$ cat src/rtl/fetch_decode_queue_pkg.sv
`default_nettype none
// ============================================================================
// Module : fetch_decode_queue_pkg
// Brief  : Shared fetch/decode pipeline widths, NOP encoding, entry layout
// Rev    : 1.0  initial release
// ============================================================================
package fetch_decode_queue_pkg;

  localparam int unsigned c_addr_w  = 20;
  localparam int unsigned c_instr_w = 16;

  localparam logic [c_instr_w-1:0] c_nop_instr = 16'h0000;

  // Entry layout as seen by the fetch and decode stages.
  typedef struct packed {
    logic [c_addr_w-1:0]  pc;
    logic [c_instr_w-1:0] instr;
  } entry_t;

endpackage : fetch_decode_queue_pkg
`default_nettype wire

$ cat src/rtl/fetch_decode_queue_ptr_ctrl.sv
`default_nettype none
// ============================================================================
// Module : queue_ptr_ctrl
// Brief  : Read/write pointers, occupancy and full/empty for a 2^n queue
// Rev    : 1.0  initial release
// ============================================================================
module queue_ptr_ctrl #(
  parameter int unsigned DEPTH = 4
) (
  input  logic                       clock,
  input  logic                       reset,
  input  logic                       flush,
  input  logic                       push_req,
  input  logic                       pop_req,
  output logic                       push,
  output logic                       pop,
  output logic                       full,
  output logic                       empty,
  output logic [$clog2(DEPTH)-1:0]   wr_idx,
  output logic [$clog2(DEPTH)-1:0]   rd_idx,
  output logic [$clog2(DEPTH):0]     count
);

  localparam int unsigned PW = $clog2(DEPTH);

  localparam logic [PW:0] c_one = {{PW{1'b0}}, 1'b1};

  logic [PW:0] r_wr_ptr;
  logic [PW:0] r_rd_ptr;
  logic [PW:0] r_count;
  logic        w_full;
  logic        w_empty;
  logic        w_push;
  logic        w_pop;

  // Extra pointer MSB distinguishes full from empty when the indices match.
  assign w_full  = (r_wr_ptr[PW] != r_rd_ptr[PW]) &&
                   (r_wr_ptr[PW-1:0] == r_rd_ptr[PW-1:0]);
  assign w_empty = (r_wr_ptr == r_rd_ptr);
  assign w_push  = push_req & ~w_full;
  assign w_pop   = pop_req & ~w_empty;

  always_ff @(posedge clock or negedge reset) begin
    if (!reset) begin
      r_wr_ptr <= '0;
      r_rd_ptr <= '0;
      r_count  <= '0;
    end else if (flush) begin
      r_wr_ptr <= '0;
      r_rd_ptr <= '0;
      r_count  <= '0;
    end else begin
      if (w_push) r_wr_ptr <= r_wr_ptr + c_one;
      if (w_pop)  r_rd_ptr <= r_rd_ptr + c_one;
      case ({w_push, w_pop})
        2'b10:   r_count <= r_count + c_one;
        2'b01:   r_count <= r_count - c_one;
        default: r_count <= r_count;
      endcase
    end
  end

  assign push   = w_push;
  assign pop    = w_pop;
  assign full   = w_full;
  assign empty  = w_empty;
  assign wr_idx = r_wr_ptr[PW-1:0];
  assign rd_idx = r_rd_ptr[PW-1:0];
  assign count  = r_count;

endmodule : queue_ptr_ctrl
`default_nettype wire

$ cat src/rtl/fetch_decode_queue.sv
`default_nettype none
// ============================================================================
// Module : fetch_decode_queue
// Brief  : {pc, instr} decoupling queue between fetch and decode, with flush
// Rev    : 1.0  initial release
// ============================================================================
module fetch_decode_queue
  import fetch_decode_queue_pkg::*;
#(
  parameter int unsigned ADDR_W  = c_addr_w,
  parameter int unsigned INSTR_W = c_instr_w,
  parameter int unsigned DEPTH   = 4
) (
  input  logic                     clock,
  input  logic                     reset,
  input  logic                     flush,
  input  logic                     f_valid,
  input  logic [ADDR_W-1:0]        f_pc,
  input  logic [INSTR_W-1:0]       f_instr,
  output logic                     f_ready,
  output logic                     d_valid,
  output logic [ADDR_W-1:0]        d_pc,
  output logic [INSTR_W-1:0]       d_instr,
  input  logic                     d_ready,
  output logic [$clog2(DEPTH):0]   count
);

  localparam int unsigned PW = $clog2(DEPTH);

  localparam logic [INSTR_W-1:0] c_nop = INSTR_W'(c_nop_instr);

  logic [ADDR_W-1:0]  r_mem_pc    [DEPTH];
  logic [INSTR_W-1:0] r_mem_instr [DEPTH];

  logic          w_push;
  logic          w_pop;
  logic          w_full;
  logic          w_empty;
  logic [PW-1:0] w_wr_idx;
  logic [PW-1:0] w_rd_idx;
  logic [PW:0]   w_count;

  queue_ptr_ctrl #(
    .DEPTH (DEPTH)
  ) u_ptr_ctrl (
    .clock    (clock),
    .reset    (reset),
    .flush    (flush),
    .push_req (f_valid),
    .pop_req  (d_ready),
    .push     (w_push),
    .pop      (w_pop),
    .full     (w_full),
    .empty    (w_empty),
    .wr_idx   (w_wr_idx),
    .rd_idx   (w_rd_idx),
    .count    (w_count)
  );

  // Storage is deliberately left unreset; occupancy tracking gates its use.
  always_ff @(posedge clock) begin
    if (w_push && !flush) begin
      r_mem_pc[w_wr_idx]    <= f_pc;
      r_mem_instr[w_wr_idx] <= f_instr;
    end
  end

  assign f_ready = ~w_full;
  assign d_valid = ~w_empty;
  assign d_pc    = w_empty ? '0    : r_mem_pc[w_rd_idx];
  assign d_instr = w_empty ? c_nop : r_mem_instr[w_rd_idx];
  assign count   = w_count;

endmodule : fetch_decode_queue
`default_nettype wire

$ cat config.mk
export PLATFORM = sky130hd
export DESIGN_NAME = fetch_decode_queue
export DESIGN_NICKNAME = d
export VERILOG_FILES = /design/src/rtl/fetch_decode_queue_pkg.sv /design/src/rtl/fetch_decode_queue_ptr_ctrl.sv /design/src/rtl/fetch_decode_queue.sv
export SDC_FILE = /design/constraint.sdc
export NUM_CORES = 1
export LEC_CHECK = 0
export CAP_MARGIN = 20
export CORE_UTILIZATION = 55
export DETAILED_ROUTE_END_ITERATION = 8
export PLACE_DENSITY = 0.81
export SYNTH_ARGS = -nofsm -noshare
export SYNTH_HDL_FRONTEND = slang
export SYNTH_SLANG_ARGS = --single-unit
$ cat constraint.sdc
create_clock -name clock -period 5 [get_ports clock]
set_clock_uncertainty 0.15 [all_clocks]
set_input_delay 1 -clock clock [delete_from_list [all_inputs] [get_ports clock]]
set_output_delay 1 -clock clock [all_outputs]
set_load 0.02 [all_outputs]
==> results.md <==
* IO Count at roughly 80
* 1st-pass router iterations at 4
* Largest net degree at the start of global routing at 39
* Critical path type: reg2out
* Synthesized flop and latch total at between 150 and 200
* DP Area at around 0.0071 mm²
* Most frequent cell after synthesis: edfxtp_1
* Top delay family on crit path: buffers and inverters
* Die Width at 107 µm
* Clock transition at path regs at 0.06 ns
* DP HPWL at 6450 µm
* Status: finished clean
* Antenna violations before repair at 0
* Number of nets in the layout at roughly 450
* Critical Path End Type: output port
* PD cells at 486 mW/mm²
* Synth top area cells: edfxtp_1, mux4_2, nor2b_1
* Final WS setup at between 0.9 and 1 ns
* Post-DR vias/cell at approximately 5.6
* Detailed Route Iter0 Violations at about 190
* Final min period at 4.07 ns
* Post-route insts no fill at between 500 and 600
* Register area share after synthesis at between 70 and 80%
* GPL Wtd Cong at ~0.77
* Vias post-DR at 3091
* DRC viols at 0
* TritonCTS Sinks at roughly 150
* HP Class: reg2reg
* # diodes at 0
* GRT Total Usage at between 20% and 30%
* Layout area overhead at 26.7%
* Synthesized area per cell at approximately 20 µm²
* Synth cell types at 33
* WL per Instance at 20.7 µm
* Post-synth top area cell: edfxtp_1
* Postcts setup bufs at 0
* Max Slew Vio Count at 0
* Synth cell count leaders: edfxtp_1, nor2b_1, mux4_2
* Finished Cell Area at slightly below 0.008 mm²
* CP Max Fanout at 28
* Hold WS at 0.465 ns
* I/O Buffers at 81
* Die ar. at 0.0115 mm²
* WL met3 at ~540 µm
* Crit-path slowest cell: dfrtp_2
* Slew HR at 33.3%
* Setup TNS Final at 0 ns
* Leak Pwr at 2.55 nW
* Yosys top cell area share at a little over two thirds
* Async SR Flop Fraction at ~5.9%
* Top layer in use: met4
* Clock Latency Late Sink at between 0.5 and 0.6 ns
* Vias in the first global route at 3219
* Row Count at 38
* Layout cells sized above 1 at 19.6%
* Critical Path RT at between 3 and 4 ns
* Root buffer cell: clkbuf_8
* Synthesized area at 0.00611 mm²
* Worst slack, placed at ~1.4 ns
* Core Util, Final at between 70% and 80%
* Clock buffer count from CTS at 17
* CTS resizes at 0
* Die extent in y at about 110 µm
* Final Setup Violations at 0
* DR WL met2 at between 6000 and 7000 µm
* Critical Path Source Type: register
* Grt ovf at 0
* Worst Max-Slew Pin Slew at between 1 and 1.5 ns
* Maximum clock insertion buffer count at 2
* Max-cap violations at 0
* Tot Pwr at between 3 and 4 mW
* RSZ-0062 raised after global routing: no
* Buf/Inv on CP at 2
* Starting Density at 56.4%
* Final Cycle Share at 81.4%
* Critical path's largest stage delay at 0.80 ns
* Peak supply drop at around 0.29 mV
* F_max at between 200 and 250 MHz
* WP data arrival at 2.92 ns
* Number of enable flip-flop cells after synthesis at approximately 140
* Crit path cell chain: xor2_1 > nor3_2 > buf_4 > nor2b_1 > clkdlybuf4s50_1
* CTS tree: built
* First-pass GRT wire length at roughly 17000 µm
* Syn Nets at around 360
* Wl on met1 at ~4500 µm
* Cells after DPL at 522
* Antenna-violating nets left at 0
* Ys Warns at 0
* Core Box Area at 0.0108 mm²
* WL final at roughly 11000 µm
* Final hold vios at 0
* Cts hold-fix bufs at 0
* H-tree Lvls at 4
* Ys flop type: edfxtp_1
* Mapped Cells at 309
## worst reg2reg max path: cells and delay by family (launching register included)
| kind | cells | cell delay (ns) |
|---|---|---|
| compound gates | 5 | 0.91 |
| flops | 1 | 0.80 |
| simple gates | 3 | 0.68 |
| fa+ha+maj | 1 | 0.48 |
| xor+xnor | 1 | 0.27 |
## cells in the final DEF, fill, tap and decap left out, types with 3 or more instances in the layout
master,count
ha_1,5
clkdlybuf4s50_1,81
nor2_1,18
dfrtp_1,7
edfxtp_1,144
a21oi_1,3
buf_4,5
xnor2_1,4
nor2b_1,39
and2_2,3
bufinv_16,5
mux4_2,36
clkbuf_16,16
clkinvlp_4,4
xor2_1,5
inv_1,6
## cell families after synthesis
family                   count (synthesis)  share of synthesized area (%)
adder cells (fa/ha/maj)                  6                           1.35
buffers and inverters                   20                           1.45
XOR/XNOR                                 9                           1.29
multiplexers                            39                           13.8
AO/OA/AOI/OAI                           14                           1.58
flip-flops                             153                           74.4
AND/OR/NAND/NOR                         68                           6.12
## state kept, by name, summed over array words and instances, names as in the netlist
register and cells:
r_mem_instr 64, r_mem_pc 80, u_ptr_ctrl.count 3, u_ptr_ctrl.r_rd_ptr 3, u_ptr_ctrl.r_wr_ptr 3
## final cells by class
cell class / instances / area (µm²)
Sequential cell: 153 / 4550
Fill cell: 670 / 3100
Multi-Input combinational cell: 136 / 1490
Timing Repair Buffer: 87 / 868
Clock buffer: 17 / 414
Clock inverter: 15 / 224
Tap cell: 140 / 175
Inverter: 6 / 22.5
## worst paths after layout
path	startpoint	to	slack (ns)	cells past startpoint
worst min register to register	u_ptr_ctrl.count[2]	u_ptr_ctrl.count[2]	0.46	2
worst max-delay path	u_ptr_ctrl.r_rd_ptr[0]	d_instr[2]	0.93	5
worst max register to register	u_ptr_ctrl.r_rd_ptr[0]	u_ptr_ctrl.count[1]	1.63	10
max in group asynchronous	reset	u_ptr_ctrl.r_rd_ptr[1]	3.70	1
worst min-delay path	u_ptr_ctrl.count[2]	u_ptr_ctrl.count[2]	0.46	2
min in group asynchronous	reset	u_ptr_ctrl.count[1]	0.65	1
## routing by layer
metal	GRT usage (%)	vias up
li1	-	1403
met5	0	-
met1	26.0	1584
met4	9.00	0
met2	37.5	89
met3	6.30	15
## where the power goes
| group | switching [mW] | leakage [nW] | internal, mW |
|---|---|---|---|
| combinational | 0.453 | 0.827 | 0.455 |
| sequential | 0.0471 | 1.43 | 1.45 |
| clock | 0.495 | 0.298 | 0.862 |
| total | 0.995 | 2.55 | 2.77 |
(Power assumes the default switching activity.)
